**config.mk**
```make
export PLATFORM = sky130hd
export DESIGN_NAME = slow_clk_monitor
export DESIGN_NICKNAME = d
export VERILOG_FILES = /design/src/rtl/slow_clk_monitor.sv
export SDC_FILE = /design/constraint.sdc
export NUM_CORES = 1
export LEC_CHECK = 0
export CAP_MARGIN = 20
export CORE_ASPECT_RATIO = 1.4
export CORE_MARGIN = 2
export CORE_UTILIZATION = 52
export CTS_CLUSTER_SIZE = 10
export DETAILED_ROUTE_END_ITERATION = 6
export HOLD_SLACK_MARGIN = 0.05
export MAX_ROUTING_LAYER = met4
export PLACE_DENSITY = 0.79
export SETUP_SLACK_MARGIN = 0.3
export SKIP_LAST_GASP = 1
export SYNTH_ARGS = -nofsm -noshare
export SYNTH_HDL_FRONTEND = slang
export SYNTH_SLANG_ARGS = --single-unit
```
**constraint.sdc**
```tcl
create_clock -name clk -period 3.81 [get_ports clk]
set_input_delay 0.762 -clock clk [delete_from_list [all_inputs] [get_ports clk]]
set_output_delay 0.762 -clock clk [all_outputs]
set_load 0.1 [all_outputs]
```
**src/rtl/slow_clk_monitor.sv**
```systemverilog
// rtl/slow_clk_monitor.sv - measures slow_clk half periods against EXPECTED_HALF and tracks lock/fault
// Optional stall detection: define SLOW_CLK_MONITOR_TIMEOUT_EN.
module slow_clk_monitor #(
  parameter int unsigned EXPECTED_HALF = 100_000_001,
  parameter int unsigned TOLERANCE     = 16,
  parameter int unsigned LOCK_COUNT    = 4
) (
  input  logic        clk,
  input  logic        reset,
  input  logic        slow_clk,
  input  logic        clear_fault,
  output logic        tick,
  output logic [26:0] half_period,
  output logic        locked,
  output logic        fault,
  output logic        timeout
);

  localparam logic [27:0] EXP_W    = 28'(EXPECTED_HALF);
  localparam logic [27:0] TOL_W    = 28'(TOLERANCE);
  localparam logic [27:0] HI_LIMIT = EXP_W + TOL_W;
  localparam logic [7:0]  LOCK_W   = 8'(LOCK_COUNT);
  localparam logic [26:0] CNT_MAX  = '1;

  typedef enum logic [1:0] {
    IDLE    = 2'd0,
    MEASURE = 2'd1,
    LOCKED  = 2'd2,
    FAULT   = 2'd3
  } state_t;

  state_t      state;
  state_t      state_next;
  logic [7:0]  good_cnt;
  logic [7:0]  good_next;
  logic [26:0] cnt;
  logic        sync_a;
  logic        sync_b;
  logic        sync_prev;
  logic        edge_any;
  logic        edge_rise;
  logic [27:0] meas_w;
  logic [27:0] diff;
  logic        in_range;
  logic        stall;

  always_ff @(posedge clk or posedge reset) begin
    if (reset) begin
      sync_a    <= 1'b0;
      sync_b    <= 1'b0;
      sync_prev <= 1'b0;
    end else begin
      sync_a    <= slow_clk;
      sync_b    <= sync_a;
      sync_prev <= sync_b;
    end
  end

  assign edge_any  = sync_b ^ sync_prev;
  assign edge_rise = sync_b & ~sync_prev;

  // Counter value at an edge is the exact distance from the previous edge.
  always_ff @(posedge clk or posedge reset) begin
    if (reset) begin
      cnt <= '0;
    end else if (edge_any) begin
      cnt <= 27'd1;
    end else if (cnt != CNT_MAX) begin
      cnt <= cnt + 27'd1;
    end
  end

  // 28-bit ordered difference so no wrap-around can fake an in-range result.
  assign meas_w   = {1'b0, cnt};
  assign diff     = (meas_w >= EXP_W) ? (meas_w - EXP_W) : (EXP_W - meas_w);
  assign in_range = (diff <= TOL_W);

`ifdef SLOW_CLK_MONITOR_TIMEOUT_EN
  assign stall = !edge_any && (state == MEASURE || state == LOCKED) && (meas_w > HI_LIMIT);
`else
  assign stall = 1'b0;
`endif

  always_comb begin
    state_next = state;
    good_next  = good_cnt;
    if (state == FAULT && clear_fault) begin
      state_next = IDLE;
      good_next  = 8'd0;
    end else if (edge_any) begin
      case (state)
        IDLE: begin
          state_next = MEASURE;
          good_next  = 8'd0;
        end
        MEASURE: begin
          if (in_range) begin
            good_next = good_cnt + 8'd1;
            if (good_next >= LOCK_W) begin
              state_next = LOCKED;
            end
          end else begin
            good_next = 8'd0;
          end
        end
        LOCKED: begin
          if (!in_range) begin
            state_next = FAULT;
          end
        end
        default: begin
          state_next = state;
        end
      endcase
    end else if (stall) begin
      state_next = FAULT;
    end
  end

  always_ff @(posedge clk or posedge reset) begin
    if (reset) begin
      state       <= IDLE;
      good_cnt    <= 8'd0;
      tick        <= 1'b0;
      half_period <= '0;
      locked      <= 1'b0;
      fault       <= 1'b0;
    end else begin
      state    <= state_next;
      good_cnt <= good_next;
      tick     <= edge_rise;
      if (edge_any && state != IDLE) begin
        half_period <= cnt;
      end
      locked <= (state_next == LOCKED);
      fault  <= (state_next == FAULT);
    end
  end

`ifdef SLOW_CLK_MONITOR_TIMEOUT_EN
  always_ff @(posedge clk or posedge reset) begin
    if (reset) begin
      timeout <= 1'b0;
    end else if (state == FAULT && clear_fault) begin
      timeout <= 1'b0;
    end else if (stall) begin
      timeout <= 1'b1;
    end
  end
`else
  assign timeout = 1'b0;
`endif

endmodule

```
# Word level (Yosys, flattened, before mapping)
# Index checks and enable logic that the tools add are counted.
# classes
n_addsub	4
order_cmp	3
eq_ne	6
mux	13
n_bitwise	3
n_reduce_logical	8
# op_table
operator	n
27-bit two-way mux	2
28-bit by 5-bit less-or-equal comparator with 1-bit output, second input constant	1
28-bit two-way mux	1
27-bit by 27-bit subtractor with 28-bit output, first input constant	1
27-bit by 27-bit subtractor with 28-bit output, second input constant	1
27-bit by 1-bit adder with 27-bit output, second input constant	1
27-bit greater-or-equal comparator, second input constant	1
27-bit != test, second input constant	1
8-bit two-way mux	3
8-bit one-hot mux with 2 select lines	1
2-bit two-way mux	5
8-bit by 1-bit adder with 8-bit output, second input constant	1
2-bit equality test, second input constant	4
8-bit by 3-bit greater-or-equal comparator with 1-bit output, second input constant	1
2-bit one-hot mux with 3 select lines	1
2-bit nonzero test	3
3-bit nonzero test	1
2-bit by 1-bit equality test with 1-bit output, second input constant	1
1-bit logical AND	2
2-bit logical NOT	1
2-bit AND reduction	1
1-bit bitwise AND	1
1-bit inverter	1
1-bit XOR	1
# totals
regBits	70
inputBits	4
output_inout_bits	31
elab_cells	47

# Logic depth before layout (Yosys ltp)
# logic_depth
depth_word	8
ltp_mapped	14
mapped_depth_nobuf	12

# Worst setup path before layout
# OpenSTA, ideal clock, no wires.
# synth_path
kind	register to register
startpoint	register cnt[2]
endpoint	register good_cnt[2]
setup_time_ps	82
arrival_time_ps	3140
required_time_ps	3728
setup_slack_ps	588
stages_incl_launch_ff	14
path_buffers	1
synth_period_minus_slack_ps	3222
path_cell_list	dfrtp_1 -> buf_6 -> inv_1 -> ha_1 -> nor3b_1 -> a211oi_1 -> o21a_1 -> or2_0 -> a211oi_1 -> a211oi_1 -> a2111o_1 -> nor4_4 -> a21oi_1 -> a31oi_1
# synth_via
elab_chain_cells	7
word_cells_on_any_way	9
classes_between	add/sub (2); order compare (2); mux (5)
# synth_rtl
item	line	rtl
start: declaration	36	logic [26:0] cnt;
start signal: assignment	69	cnt <= cnt + 27'd1;
27-bit by 27-bit subtractor with 28-bit output or 27-bit greater-or-equal comparator (tied branches)	75	assign diff = (meas_w >= EXP_W) ? (meas_w - EXP_W) : (EXP_W - meas_w);
28-bit two-way mux (*)	75	
28-bit by 5-bit less-or-equal comparator with 1-bit output (*)	76	assign in_range = (diff <= TOL_W);
8-bit two-way mux (*)	97	if (in_range) begin
8-bit one-hot mux with 2 select lines (*)	91	case (state)
8-bit two-way mux (*)	90	end else if (edge_any) begin
8-bit two-way mux (*)	87	if (state == FAULT && clear_fault) begin
end signal: assignment	130	good_cnt <= good_next;
end: declaration	34	logic [7:0] good_cnt;
# Mark *: on every way between the ends. The rest lies on a longest branch, timed or not. The select of a mux whose other input is x is not followed.
# A chain may end at the register's enable or synchronous reset.

# Worst setup path after layout
# layout_path
startpoint	register cnt[9]
endpoint	register good_cnt[5]
# The elaborated chain is that of the path after synthesis.

==> report_table.html <==
<table>
<tr><th>Metric</th><th>Value</th></tr>
<tr><th colspan="2">Yosys</th></tr>
<tr><td>Library cells used by synthesis</td><td>81</td></tr>
<tr><td>Most area-consuming cells after synthesis</td><td>sky130_fd_sc_hd__dfrtp_1 (36%), sky130_fd_sc_hd__mux2_2 (5.3%), sky130_fd_sc_hd__nand2_1 (3.8%), sky130_fd_sc_hd__o21ai_0 (3.4%), sky130_fd_sc_hd__nor2_1 (3.2%)</td></tr>
<tr><td>Most used flip-flop cell after synthesis</td><td>sky130_fd_sc_hd__dfrtp_1</td></tr>
<tr><td>Post-synth net total</td><td>543</td></tr>
<tr><td>Synthesized area per cell</td><td>9.14 sq um</td></tr>
<tr><td>Top cell type by total area after synthesis</td><td>sky130_fd_sc_hd__dfrtp_1</td></tr>
<tr><td>Share of synthesized flip-flops with an asynchronous set or reset</td><td>100%</td></tr>
<tr><td>Yosys top cell area share</td><td>36.2%</td></tr>
<tr><td>Yosys synthesis warning count</td><td>0</td></tr>
<tr><td>Flip-flop and latch count after synthesis</td><td>70</td></tr>
<tr><td>Number of flops mapped to enable cells by yosys</td><td>0</td></tr>
<tr><td>Sequential element share of the synthesized area</td><td>36.2%</td></tr>
<tr><td>Summed instance area of the synthesized netlist</td><td>4840 sq um</td></tr>
<tr><td>Synthesized instance count</td><td>530</td></tr>
<tr><th colspan="2">CTS</th></tr>
<tr><td>Number of H-tree levels</td><td>3</td></tr>
<tr><td>Sink Count</td><td>70</td></tr>
<tr><td># hold bufs at CTS</td><td>0</td></tr>
<tr><td>Maximum buffer depth of the clock tree</td><td>2</td></tr>
<tr><td>TritonCTS buffer count</td><td>9</td></tr>
<tr><td>Clock tree from TritonCTS</td><td>done</td></tr>
<tr><td>Clk_lat worst skew</td><td>0.34 ns</td></tr>
<tr><td>Library cell used as clock root buffer</td><td>sky130_fd_sc_hd__clkbuf_16</td></tr>
<tr><td>Post-CTS clock slew at the launch and capture registers of the worst setup and hold paths</td><td>0.06 ns</td></tr>
<tr><th colspan="2">Outcome</th></tr>
<tr><td>Run status</td><td>completed</td></tr>
<tr><th colspan="2">Floorplan</th></tr>
<tr><td>Die outline width</td><td>85.6 microns</td></tr>
<tr><td>Die outline height</td><td>118 microns</td></tr>
<tr><td>Overall die area</td><td>10100 sq um</td></tr>
<tr><td>Initial core utilization</td><td>53.7%</td></tr>
<tr><td>Core region area</td><td>9030 sq um</td></tr>
<tr><td>I/O Pins</td><td>35</td></tr>
<tr><td>Standard-cell row count</td><td>41</td></tr>
<tr><th colspan="2">Drt</th></tr>
<tr><td>Routed vias</td><td>4276</td></tr>
<tr><td>Drt total wl</td><td>13400 microns</td></tr>
<tr><td>Number of vias per cell after detailed routing</td><td>6.26</td></tr>
<tr><td>Detailed-routing iteration count for the pre-antenna-repair pass</td><td>5</td></tr>
<tr><td>Drt wl/cell</td><td>19.7 microns</td></tr>
<tr><td>Number of nets with antenna violations after detailed routing</td><td>0</td></tr>
<tr><td>Initial detailed-routing violation count</td><td>263</td></tr>
<tr><td>DRC errors left</td><td>0</td></tr>
<tr><th colspan="2">Job</th></tr>
<tr><td>Number of max-cap violations</td><td>0</td></tr>
<tr><th colspan="2">GRT</th></tr>
<tr><td>Via count of the first global-routing pass</td><td>4286</td></tr>
<tr><td>Global-route wire length before repair</td><td>22100 microns</td></tr>
<tr><td>Total congestion overflow after global routing</td><td>0</td></tr>
<tr><td>Largest net degree at the start of global routing</td><td>51</td></tr>
<tr><td>GRT Total Usage</td><td>28.8%</td></tr>
<tr><td>Number of antenna violations at the first check in global routing</td><td>0</td></tr>
<tr><th colspan="2">Timing</th></tr>
<tr><td>Setup repair after global routing missed its margin</td><td>no</td></tr>
<tr><td>Final-report max-slew violation count</td><td>0</td></tr>
<tr><td>Time the final worst path needs with I/O delays and setup</td><td>3.41 ns</td></tr>
<tr><td>Final sum of negative setup slack</td><td>0 ns</td></tr>
<tr><td>Final clock skew</td><td>0.00509 ns</td></tr>
<tr><td>Worst setup slack after layout</td><td>0.402 ns</td></tr>
<tr><td>Count of final hold-check violations</td><td>0</td></tr>
<tr><td>Worst max-slew margin expressed relative to the limit</td><td>34.6%</td></tr>
<tr><td>Transition time at the pin with the least slew margin</td><td>0.977 ns</td></tr>
<tr><td>Final period util</td><td>89.4%</td></tr>
<tr><td>Finish-stage setup viols</td><td>0</td></tr>
<tr><td>Maximum clock frequency</td><td>0.293 GHz</td></tr>
<tr><th colspan="2">Placement</th></tr>
<tr><td>Cell area after placement</td><td>5300 sq um</td></tr>
<tr><td>PortBufs</td><td>33</td></tr>
<tr><td>Final estimated routing congestion in global placement</td><td>0.958</td></tr>
<tr><td>Setup slack at placement</td><td>0.166 ns</td></tr>
<tr><td>Final HPWL DP</td><td>9870 microns</td></tr>
<tr><th colspan="2">Cells and area</th></tr>
<tr><td>Leading cell type in the layout, fill and taps excluded</td><td>sky130_fd_sc_hd__dfrtp_1</td></tr>
<tr><td>Filler cell count in the final layout</td><td>783</td></tr>
<tr><td>Highest-count cells in the layout ignoring fill and taps</td><td>sky130_fd_sc_hd__dfrtp_1 (65), sky130_fd_sc_hd__nand2_1 (49), sky130_fd_sc_hd__nor2_1 (40), sky130_fd_sc_hd__buf_4 (36), sky130_fd_sc_hd__clkdlybuf4s50_1 (33)</td></tr>
<tr><td>Post-layout nets</td><td>585</td></tr>
<tr><td>Share of post-route cells with drive strength above 1</td><td>20.0%</td></tr>
<tr><td>Count of antenna diodes in the layout</td><td>0</td></tr>
<tr><td>Core occupancy in the finished layout</td><td>63.8%</td></tr>
<tr><td>Layout-stage area growth over the synthesis result</td><td>18.9%</td></tr>
<tr><td>Design area</td><td>5760 sq um</td></tr>
<tr><th colspan="2">Critical path</th></tr>
<tr><td>Crit Path Max Fanout</td><td>10</td></tr>
<tr><td>Kind of start point of the critical path</td><td>register</td></tr>
<tr><td>Worst EP required</td><td>4.07 ns</td></tr>
<tr><td>Worst EP arrival</td><td>3.67 ns</td></tr>
<tr><td>Crit Path Category</td><td>reg2reg</td></tr>
<tr><td>Capturing element type of the critical path</td><td>register</td></tr>
<tr><th colspan="2">Pwr</th></tr>
<tr><td>Total chip power</td><td>0.00240 W</td></tr>
<tr><td>Leakage power summed over all cells</td><td>2.57 nW</td></tr>
<tr><td>Power per cell area</td><td>418 nW/um^2</td></tr>
<tr><td>Max rail drop VDD</td><td>444 uV</td></tr>
<tr><th colspan="2">Hold path</th></tr>
<tr><td>Path class of the lowest-slack min-delay path</td><td>reg2reg</td></tr>
</table>
[stage by stage]
step	hold slack, ns	cells
3_5_place_dp	0.339	659
6_report	0.354	683
5_1_grt	0.364	683
4_1_cts	0.361	677
2_1_floorplan	0.331	530
3_3_place_gp	0.341	659
[report_power, final]
part	total, W	internal, W	switching (W)
Sequential	0.000841	0.000789	0.0000518
Clock	0.000906	0.000589	0.000317
Combinational	0.000658	0.000239	0.000419
[path summary, 6_finish.rpt]
| path | slack (ns) | to | cells after the start | start |
|---|---|---|---|---|
| min in group asynchronous | 0.75 | tick | 2 | reset |
| worst min register to register | 0.35 | sync_b | 0 | sync_a |
| max in group asynchronous | 2.41 | cnt[1] | 4 | reset |
| worst max register to register | 0.40 | good_cnt[5] | 12 | cnt[9] |
| worst max-delay path | 0.40 | good_cnt[5] | 12 | cnt[9] |
| worst min-delay path | 0.35 | sync_b | 0 | sync_a |
[critical path, cell delays in order (launching register included)]
cell                       delay (ns)
sky130_fd_sc_hd__dfrtp_1         0.53
sky130_fd_sc_hd__nor3_1          0.55
sky130_fd_sc_hd__nand4b_1        0.16
sky130_fd_sc_hd__and4b_2         0.31
sky130_fd_sc_hd__buf_4           0.17
sky130_fd_sc_hd__or4_1           0.49
sky130_fd_sc_hd__a31oi_1         0.19
sky130_fd_sc_hd__a21o_1          0.16
sky130_fd_sc_hd__nand4_1         0.16
sky130_fd_sc_hd__nor4_4          0.20
sky130_fd_sc_hd__buf_6           0.18
sky130_fd_sc_hd__o21ai_2         0.06
sky130_fd_sc_hd__a31oi_1         0.16
[flip-flops by register name (all words and copies together), names as in the netlist]
signal and flops:
cnt 27, fault 1, good_cnt 8, half_period 27, locked 1, state 2, sync_a 1, sync_b 1
sync_prev 1, tick 1
[logic make-up (layout without fill, tap and decap cells)]
| logic type | count (synthesis) | in the layout | synth area share [%] |
|---|---|---|---|
| xor+xnor | 34 | 34 | 6.30 |
| buf+inv | 52 | 98 | 5.73 |
| mux | 31 | 31 | 7.00 |
| other cells | 1 | 1 | 0.0774 |
| simple gates | 205 | 205 | 24.0 |
| compound gates | 127 | 127 | 18.2 |
| flops | 70 | 70 | 36.2 |
| fa+ha+maj | 10 | 10 | 2.53 |
[metal layers]
| metal | routed length (microns) | GRT usage [%] | vias to the layer above |
|---|---|---|---|
| met4 | 597 | 15.6 | 0 |
| met3 | 565 | 3.98 | 45 |
| li1 | - | - | 2003 |
| met1 | 5440 | 34.2 | 2073 |
| met2 | 6830 | 46.7 | 155 |
| met5 | 0 | - | - |
[area by class of cell]
class	count	area, sq um	share of cell area (%)
clock buffers	10	239	4.15
clock inverters	5	82.6	1.43
inverters	12	45.0	0.782
multi-input cells	408	2870	49.8
flip-flops and latches	70	1760	30.5
well taps	107	134	2.32
repair buffers	71	632	11.0
[synthesized netlist by cell type, drive strengths merged, types with 2 or more instances]
cell type	instances
nor3b	2
nor4	10
a211oi	5
nand4	21
nand3	14
or4	4
and4	2
a41o	2
nand2	49
dfrtp	70
o21bai	3
o21a	4
or2	5
mux2i	8
a21boi	3
a21oi	28
nand2b	8
inv	11
and2	4
o22ai	2
xnor2	18
or3	8
ha	9
o21ai	37
nor3	13
and3	11
o31ai	3
nand4b	3
nor2	42
buf	20
o311a	2
xor2	16
a31oi	9
a31o	2
a21o	6
mux2	23
clkbuf	20
nor2b	4
o211ai	5
[repair_timing]
item,4_1_cts,5_1_grt
endpoints found under the hold margin,0,0
setup buffers,3,5
pin swaps,1,2
endpoints found under the setup margin,7,20
resized for setup,4,16
Power figures use the tool's default switching activity.
